===== config.mk =====
export PLATFORM = sky130hd
export DESIGN_NAME = main_ctrl_fsm
export DESIGN_NICKNAME = d
export VERILOG_FILES = /design/src/rtl/ctrl_pkg.sv /design/src/rtl/main_ctrl_outdec.sv /design/src/rtl/main_ctrl_fsm.sv
export SDC_FILE = /design/constraint.sdc
export NUM_CORES = 1
export LEC_CHECK = 0
export ABC_CLOCK_PERIOD_IN_PS = 1240
export CORE_AREA = 2 2 39 41
export CTS_BUF_LIST = sky130_fd_sc_hd__clkbuf_4
export CTS_CLUSTER_DIAMETER = 30
export DETAILED_ROUTE_END_ITERATION = 16
export DIE_AREA = 0 0 41 43
export PLACE_DENSITY = 0.66
export SLEW_MARGIN = 0
export SYNTH_ARGS = -nofsm -noshare
export SYNTH_HDL_FRONTEND = slang
export SYNTH_SLANG_ARGS = --single-unit

===== constraint.sdc =====
create_clock -name clk -period 1.24 [get_ports clk]
set_input_delay 0.124 -clock clk [delete_from_list [all_inputs] [get_ports clk]]
set_output_delay 0.124 -clock clk [all_outputs]
set_load 0.02 [all_outputs]

===== src/rtl/ctrl_pkg.sv =====
`default_nettype none
// ============================================================================
//  Module      : ctrl_pkg
//  Description : Shared definitions for the multicycle main controller:
//                state encodings, instruction-class codes and the
//                datapath mux select values.
//  Revision    : 1.0 - initial release
// ============================================================================
package ctrl_pkg;

    // Main controller states; codes 11-15 are unused.
    typedef enum logic [3:0] {
        S_FETCH    = 4'd0,
        S_DECODE   = 4'd1,
        S_MEMADR   = 4'd2,
        S_MEMRD    = 4'd3,
        S_MEMWB    = 4'd4,
        S_MEMWR    = 4'd5,
        S_EXECUTER = 4'd6,
        S_EXECUTEI = 4'd7,
        S_ALUWB    = 4'd8,
        S_BRANCH   = 4'd9,
        S_UNKNOWN  = 4'd10
    } state_t;

    // Instruction class, Instr[27:26]; 2'b11 is undefined.
    localparam logic [1:0] OP_DP  = 2'b00;
    localparam logic [1:0] OP_MEM = 2'b01;
    localparam logic [1:0] OP_BR  = 2'b10;

    // ALU operand B select.
    localparam logic [1:0] SRCB_REG  = 2'b00;
    localparam logic [1:0] SRCB_IMM  = 2'b01;
    localparam logic [1:0] SRCB_FOUR = 2'b10;

    // Result bus select.
    localparam logic [1:0] RES_ALUOUT = 2'b00;
    localparam logic [1:0] RES_DATA   = 2'b01;
    localparam logic [1:0] RES_ALU    = 2'b10;

endpackage : ctrl_pkg
`default_nettype wire


===== src/rtl/main_ctrl_outdec.sv =====
`default_nettype none
// ============================================================================
//  Module      : main_ctrl_outdec
//  Description : Pure state-to-output decode for the main controller.
//                Illegal state codes decode to all-zero outputs.
//  Revision    : 1.0 - initial release
// ============================================================================
module main_ctrl_outdec
    import ctrl_pkg::*;
(
    input  state_t     state,
    output logic       IRWrite,
    output logic       AdrSrc,
    output logic       ALUSrcA,
    output logic [1:0] ALUSrcB,
    output logic [1:0] ResultSrc,
    output logic       NextPC,
    output logic       RegW,
    output logic       MemW,
    output logic       Branch,
    output logic       ALUOp
);

    // Moore decode: every output is a function of the state only.
    always_comb begin
        IRWrite   = 1'b0;
        AdrSrc    = 1'b0;
        ALUSrcA   = 1'b0;
        ALUSrcB   = SRCB_REG;
        ResultSrc = RES_ALUOUT;
        NextPC    = 1'b0;
        RegW      = 1'b0;
        MemW      = 1'b0;
        Branch    = 1'b0;
        ALUOp     = 1'b0;
        case (state)
            S_FETCH: begin
                ALUSrcA   = 1'b1;
                ALUSrcB   = SRCB_FOUR;
                ResultSrc = RES_ALU;
                IRWrite   = 1'b1;
                NextPC    = 1'b1;
            end
            S_DECODE: begin
                // PC+8 is formed here for use as R15 in later states.
                ALUSrcA   = 1'b1;
                ALUSrcB   = SRCB_FOUR;
                ResultSrc = RES_ALU;
            end
            S_MEMADR: begin
                ALUSrcB   = SRCB_IMM;
            end
            S_MEMRD: begin
                AdrSrc    = 1'b1;
            end
            S_MEMWB: begin
                ResultSrc = RES_DATA;
                RegW      = 1'b1;
            end
            S_MEMWR: begin
                AdrSrc    = 1'b1;
                MemW      = 1'b1;
            end
            S_EXECUTER: begin
                ALUOp     = 1'b1;
            end
            S_EXECUTEI: begin
                ALUSrcB   = SRCB_IMM;
                ALUOp     = 1'b1;
            end
            S_ALUWB: begin
                RegW      = 1'b1;
            end
            S_BRANCH: begin
                ALUSrcB   = SRCB_IMM;
                ResultSrc = RES_ALU;
                Branch    = 1'b1;
            end
            default: begin
                // S_UNKNOWN and unreachable codes keep the all-zero defaults.
            end
        endcase
    end

endmodule : main_ctrl_outdec
`default_nettype wire


===== src/rtl/main_ctrl_fsm.sv =====
`default_nettype none
// ============================================================================
//  Module      : main_ctrl_fsm
//  Description : Multicycle main control FSM. Sequences each instruction
//                through fetch/decode/execute/memory/writeback and issues
//                the unconditioned write requests for the condition logic.
//  Revision    : 1.0 - initial release
// ============================================================================
module main_ctrl_fsm
    import ctrl_pkg::*;
#(
    parameter int STATE_W = 4
) (
    input  logic               clk,
    input  logic               reset,
    input  logic [1:0]         Op,
    input  logic [5:0]         Funct,
    output logic               IRWrite,
    output logic               AdrSrc,
    output logic               ALUSrcA,
    output logic [1:0]         ALUSrcB,
    output logic [1:0]         ResultSrc,
    output logic               NextPC,
    output logic               RegW,
    output logic               MemW,
    output logic               Branch,
    output logic               ALUOp,
    output logic [STATE_W-1:0] State
);

    state_t r_state;
    state_t w_stateNext;

    // Funct[4:1] belong to the ALU decoder, not to sequencing.
    logic w_unusedFunct;
    assign w_unusedFunct = ^Funct[4:1];

    // State register; reset drops straight back to FETCH, abandoning any
    // write that was pending.
    always_ff @(posedge clk or negedge reset) begin
        if (!reset) begin
            r_state <= S_FETCH;
        end else begin
            r_state <= w_stateNext;
        end
    end

    // Next-state logic; Op/Funct are only looked at in DECODE and MEMADR.
    always_comb begin
        w_stateNext = S_FETCH;
        case (r_state)
            S_FETCH:    w_stateNext = S_DECODE;
            S_DECODE: begin
                case (Op)
                    OP_MEM:  w_stateNext = S_MEMADR;
                    OP_DP:   w_stateNext = Funct[5] ? S_EXECUTEI : S_EXECUTER;
                    OP_BR:   w_stateNext = S_BRANCH;
                    default: w_stateNext = S_UNKNOWN;
                endcase
            end
            S_MEMADR:   w_stateNext = Funct[0] ? S_MEMRD : S_MEMWR;
            S_MEMRD:    w_stateNext = S_MEMWB;
            S_EXECUTER: w_stateNext = S_ALUWB;
            S_EXECUTEI: w_stateNext = S_ALUWB;
            default:    w_stateNext = S_FETCH;
        endcase
    end

    main_ctrl_outdec u_outdec (
        .state     (r_state),
        .IRWrite   (IRWrite),
        .AdrSrc    (AdrSrc),
        .ALUSrcA   (ALUSrcA),
        .ALUSrcB   (ALUSrcB),
        .ResultSrc (ResultSrc),
        .NextPC    (NextPC),
        .RegW      (RegW),
        .MemW      (MemW),
        .Branch    (Branch),
        .ALUOp     (ALUOp)
    );

    assign State = STATE_W'(r_state);

endmodule : main_ctrl_fsm
`default_nettype wire


# Word level (Yosys, flattened, before mapping)
# Cells that the tools add are included.
[classes]
n_reduce_logical = 8
n_mux = 13
eq_ne = 11
[ops]
columns = ["operator", "n"]
rows = [
  ["one-hot mux 4 bit (5 select lines)", 1],
  ["equality test 4 x 3 -> 1 bit (second input constant)", 4],
  ["one-hot mux 4 bit (3 select lines)", 1],
  ["equality test 4 x 2 -> 1 bit (second input constant)", 2],
  ["equality test 4 bit (second input constant)", 2],
  ["two-way mux 1 bit", 8],
  ["one-hot mux 2 bit (2 select lines)", 2],
  ["OR reduction 2 bit", 4],
  ["OR reduction 3 bit", 2],
  ["equality test 4 x 1 -> 1 bit (second input constant)", 1],
  ["zero test 4 bit", 1],
  ["two-way mux 3 bit", 1],
  ["equality test 2 x 1 -> 1 bit (second input constant)", 1],
  ["equality test 2 bit (second input constant)", 1],
  ["zero test 2 bit", 1],
]
[word_totals]
output_inout_bits = 16
elab_cells = 33
reg_bits = 4

# Depth between registers and ports, before layout
[logic_depth]
depth_word = 3
depth_mapped = 5
ltp_nobuf = 3

# By module
# A second synthesis with hierarchy kept.
[unflattened]
hier_cells = 43
hier_area_um2 = 336.6
[by_module_without_submodules]
columns = ["mod", "area_each_um2", "cells_each", "n_inst"]
rows = [
  ["main_ctrl_fsm", 185.2, 19, 1],
  ["main_ctrl_outdec", 151.4, 24, 1],
]

# Least setup slack after synthesis
# No wires, ideal clock.
[synth_timing]
path_type = "flip-flop to output port"
startpoint = "register r_state[2] (netlist: State[2])"
endpoint = "output NextPC"
path_stages_with_launch = 6
t_arrival_ns = 1.726
required_ns = 1.116
path_slack_ns = -0.610
cell_sequence = "dfrtp_1 -> buf_6 -> or2_1 -> buf_6 -> nor3_1 -> buf_4"
[synth_between]
elab_chain_len = 2
[synth_lines]
columns = ["element", "line", "text"]
rows = [
  ["start, declared", "main_ctrl_fsm.sv:31", "state_t r_state;"],
  ["start signal, assigned", "main_ctrl_fsm.sv:44", "r_state <= w_stateNext;"],
  ["zero test 4 bit", "-", ""],
  ["two-way mux 1 bit", "-", ""],
  ["end, declared", "main_ctrl_fsm.sv:23", "output logic NextPC,"],
]
# Every way passes these cells.

# Worst setup path in the final report
[layout_timing]
startpoint = "register r_state[3] (netlist: State[3])"
endpoint = "output ALUSrcB[0]"
[layout_between]
elab_chain_len = 3
[layout_lines]
columns = ["element", "line", "text"]
rows = [
  ["equality test 4 x 2 -> 1 bit, or another cell as far along", "main_ctrl_outdec.sv:36", "case (state)"],
  ["OR reduction 3 bit (no source line) or OR reduction 2 bit (tied branches)", "-", ""],
  ["one-hot mux 2 bit (2 select lines) *", "main_ctrl_outdec.sv:36", ""],
  ["end, declared", "main_ctrl_fsm.sv:21", "output logic [1:0] ALUSrcB,"],
]
# Mark *: on every way between the ends. The rest lies on a longest branch, timed or not.

==> impl_metrics.tcl <==
set metrics [dict create \
    status "complete, but fails checks" \
    violations "setup timing" \
    drt-vias-per-instance 4.58 \
    die_h_um 43 \
    whs_ps 75.6 \
    cts-root-buf "clkbuf_4" \
    worst_ep_required_time_ps 1120 \
    worst_hold_path_type "primary input to asynchronous set/reset pin" \
    ys_ff_latch 4 \
    setup_violations 13 \
    core_area_um2 1380 \
    grt_pass1_wl_mm 1.53 \
    clk-insertion-delay-late_ps 240 \
    fin_skew_ps 6.64 \
    ys_types 21 \
    cp_slowest_stage_delay_ps 380 \
    synth_cells 42 \
    clock_path_buffers 2 \
    antenna_found_initial 0 \
    worst_pin_slew_ps 198 \
    initial_core_util_pct 24.0 \
    final_common_cell "buf_4" \
    cts_buffers 3 \
    synthesis.area_um2 332 \
    nFillCells 143 \
    post-place-ws_ps -532 \
    gp_congestion 0.670 \
    ant_nets 0 \
    wl_per_cell_um 11.2 \
    drv_cap 0 \
    yosys.area.top_type_share_pct 30.2 \
    num_rows 14 \
    clock.fmax_ghz 0.637 \
    vias 421 \
    power_density_nw_per_um2 3520 \
    cp_max_fo 2 \
    mostFrequentLayoutCells "buf_4, buf_6, clkdlybuf4s50_1, clkbuf_4" \
    dp_hpwl_um 708 \
    io_buffers 21 \
    synth_top_area_cell "dfrtp_1" \
    largest_register_ffs 4 \
    area_growth_pct 126 \
    cts_tree "yes" \
    num_antenna_cells 0 \
    htreeDepth 1 \
    power.ir.vdd_worst_mv 1.30 \
    layout_min_cycle_time_ps 1570 \
    power_leakage_nw 0.351 \
    grt_max_degree 9 \
    drc 0 \
    finalCritPeriodShare_pct 127 \
    grt_pass1_vias 366 \
    critical-path-slowest-cell "dfrtp_1" \
    gr-total-overflow 0 \
    drive_gt1_share_pct 64.5 \
    timing.final.ws_setup_ps -329 \
    synth_area_leaders "dfrtp_1, buf_6, nand3b_1" \
    crit_arrival_ps 1440 \
    syn-num-nets 52 \
    ctsHoldBuffers 0 \
    slew_viol_final 0 \
    fin_nets 87 \
    yosysSeqAreaShare_pct 30.2 \
    drt_wl_total_mm 1.03 \
    die_x_um 41 \
    critPathLaunchType "flip-flop" \
    drt_iter0_drc 6 \
    end_kind "output pin" \
    cts.reportedPaths.clkPinSlew_ps 40 \
    clkSinkCount 4 \
    rsz0062_at_grt "yes" \
    grt_util_all_layers_pct 13.0 \
    num_io_pins 26 \
    drt_first_pass_iters 3 \
    dieArea_um2 1760 \
    path_cells "or2_4, or3b_4, nand3_2, buf_6" \
    hold_viol_final 0 \
    slew_headroom_pct 86.8 \
    postSynthAreaPerCell_um2 7.89 \
    crit_type "flip-flop to output pin" \
    synth_warnings 0 \
]
==> cells in the mapped netlist <==
cell / instances
nand3b_1: 3
nor2_1: 5
nor3b_1: 2
nor3_1: 3
nand2_1: 2
clkbuf_1: 1
o21ai_0: 2
nand2b_1: 2
a21oi_1: 3
nor2b_1: 1
xnor2_1: 2
inv_1: 2
and3b_2: 1
buf_4: 2
o21ai_1: 1
nand3_1: 1
a22oi_1: 1
or2_1: 1
buf_6: 2
dfrtp_1: 4
or3b_1: 1
==> repair_timing <==
| item | 4_1_cts | 5_1_grt |
|---|---|---|
| setup endpoints to repair | 16 | 18 |
| setup buffers | 2 | 4 |
| pin swaps | 3 | 5 |
| gates resized for setup | 76 | 22 |
==> where the power goes <==
group / total [W] / internal (W) / switching (W)
registers: 0.000261 / 0.000198 / 0.0000627
clock network: 0.000207 / 0.000143 / 0.0000638
logic: 0.00218 / 0.00113 / 0.00105
total: 0.00264 / 0.00147 / 0.00118
==> critical path, delay by kind of cell, from the launching register on <==
kind          cells  cell delay (ps)
buf+inv           1              110
flops             1              380
simple gates      3              710
==> through the flow <==
step	cell area (um^2)	instances	power, W	utilization, %	setup TNS (ps)
after detailed placement	646	84	0.00209	46.7	-4410
after CTS	698	90	0.00243	50.5	-2290
after floorplan	383	42	0.00136	-	-973
after global routing	751	92	0.00281	54.2	-2860
after global placement	646	84	0.00209	46.7	-4390
final	751	92	0.00264	54.2	-2330
==> kinds of logic after synthesis <==
logic type,Yosys count,synth area share (%)
AO/OA/AOI/OAI,7,11.3
XOR/XNOR,2,5.28
buffers and inverters,7,14.7
flip-flops,4,30.2
AND/OR/NAND/NOR,22,38.5
==> cell type report <==
class	count	area, um^2	share of cell area [%]
Timing Repair Buffer	35	325	43.3
Multi-Input combinational cell	31	265	35.3
Sequential cell	4	103	13.7
Clock buffer	4	30.0	4.00
Tap cell	16	20.0	2.67
Inverter	2	7.51	1.00
==> metal layers <==
layer,track usage (%),part of all wire [%],vias to the layer above
met2,17.2,50,16
met5,0,0,-
met3,6.81,7.9,2
met4,6.00,1.2,0
met1,17.0,41,196
li1,-,-,207
==> path summary, 6_finish.rpt <==
kind / slack [ps] / to / startpoint / cells after the start
max: -330 / ALUSrcB[0] / State[3]$_DFF_PN0_ / 4
min: 80 / State[3]$_DFF_PN0_ / reset / 1
max reg2reg: 110 / State[1]$_DFF_PN0_ / State[3]$_DFF_PN0_ / 4
min reg2reg: 600 / State[3]$_DFF_PN0_ / State[3]$_DFF_PN0_ / 2
max in group asynchronous: 980 / State[1]$_DFF_PN0_ / reset / 1
min in group clk: 500 / State[1]$_DFF_PN0_ / Funct[0] / 3
Note: power is estimated with default switching activity, not from simulation.
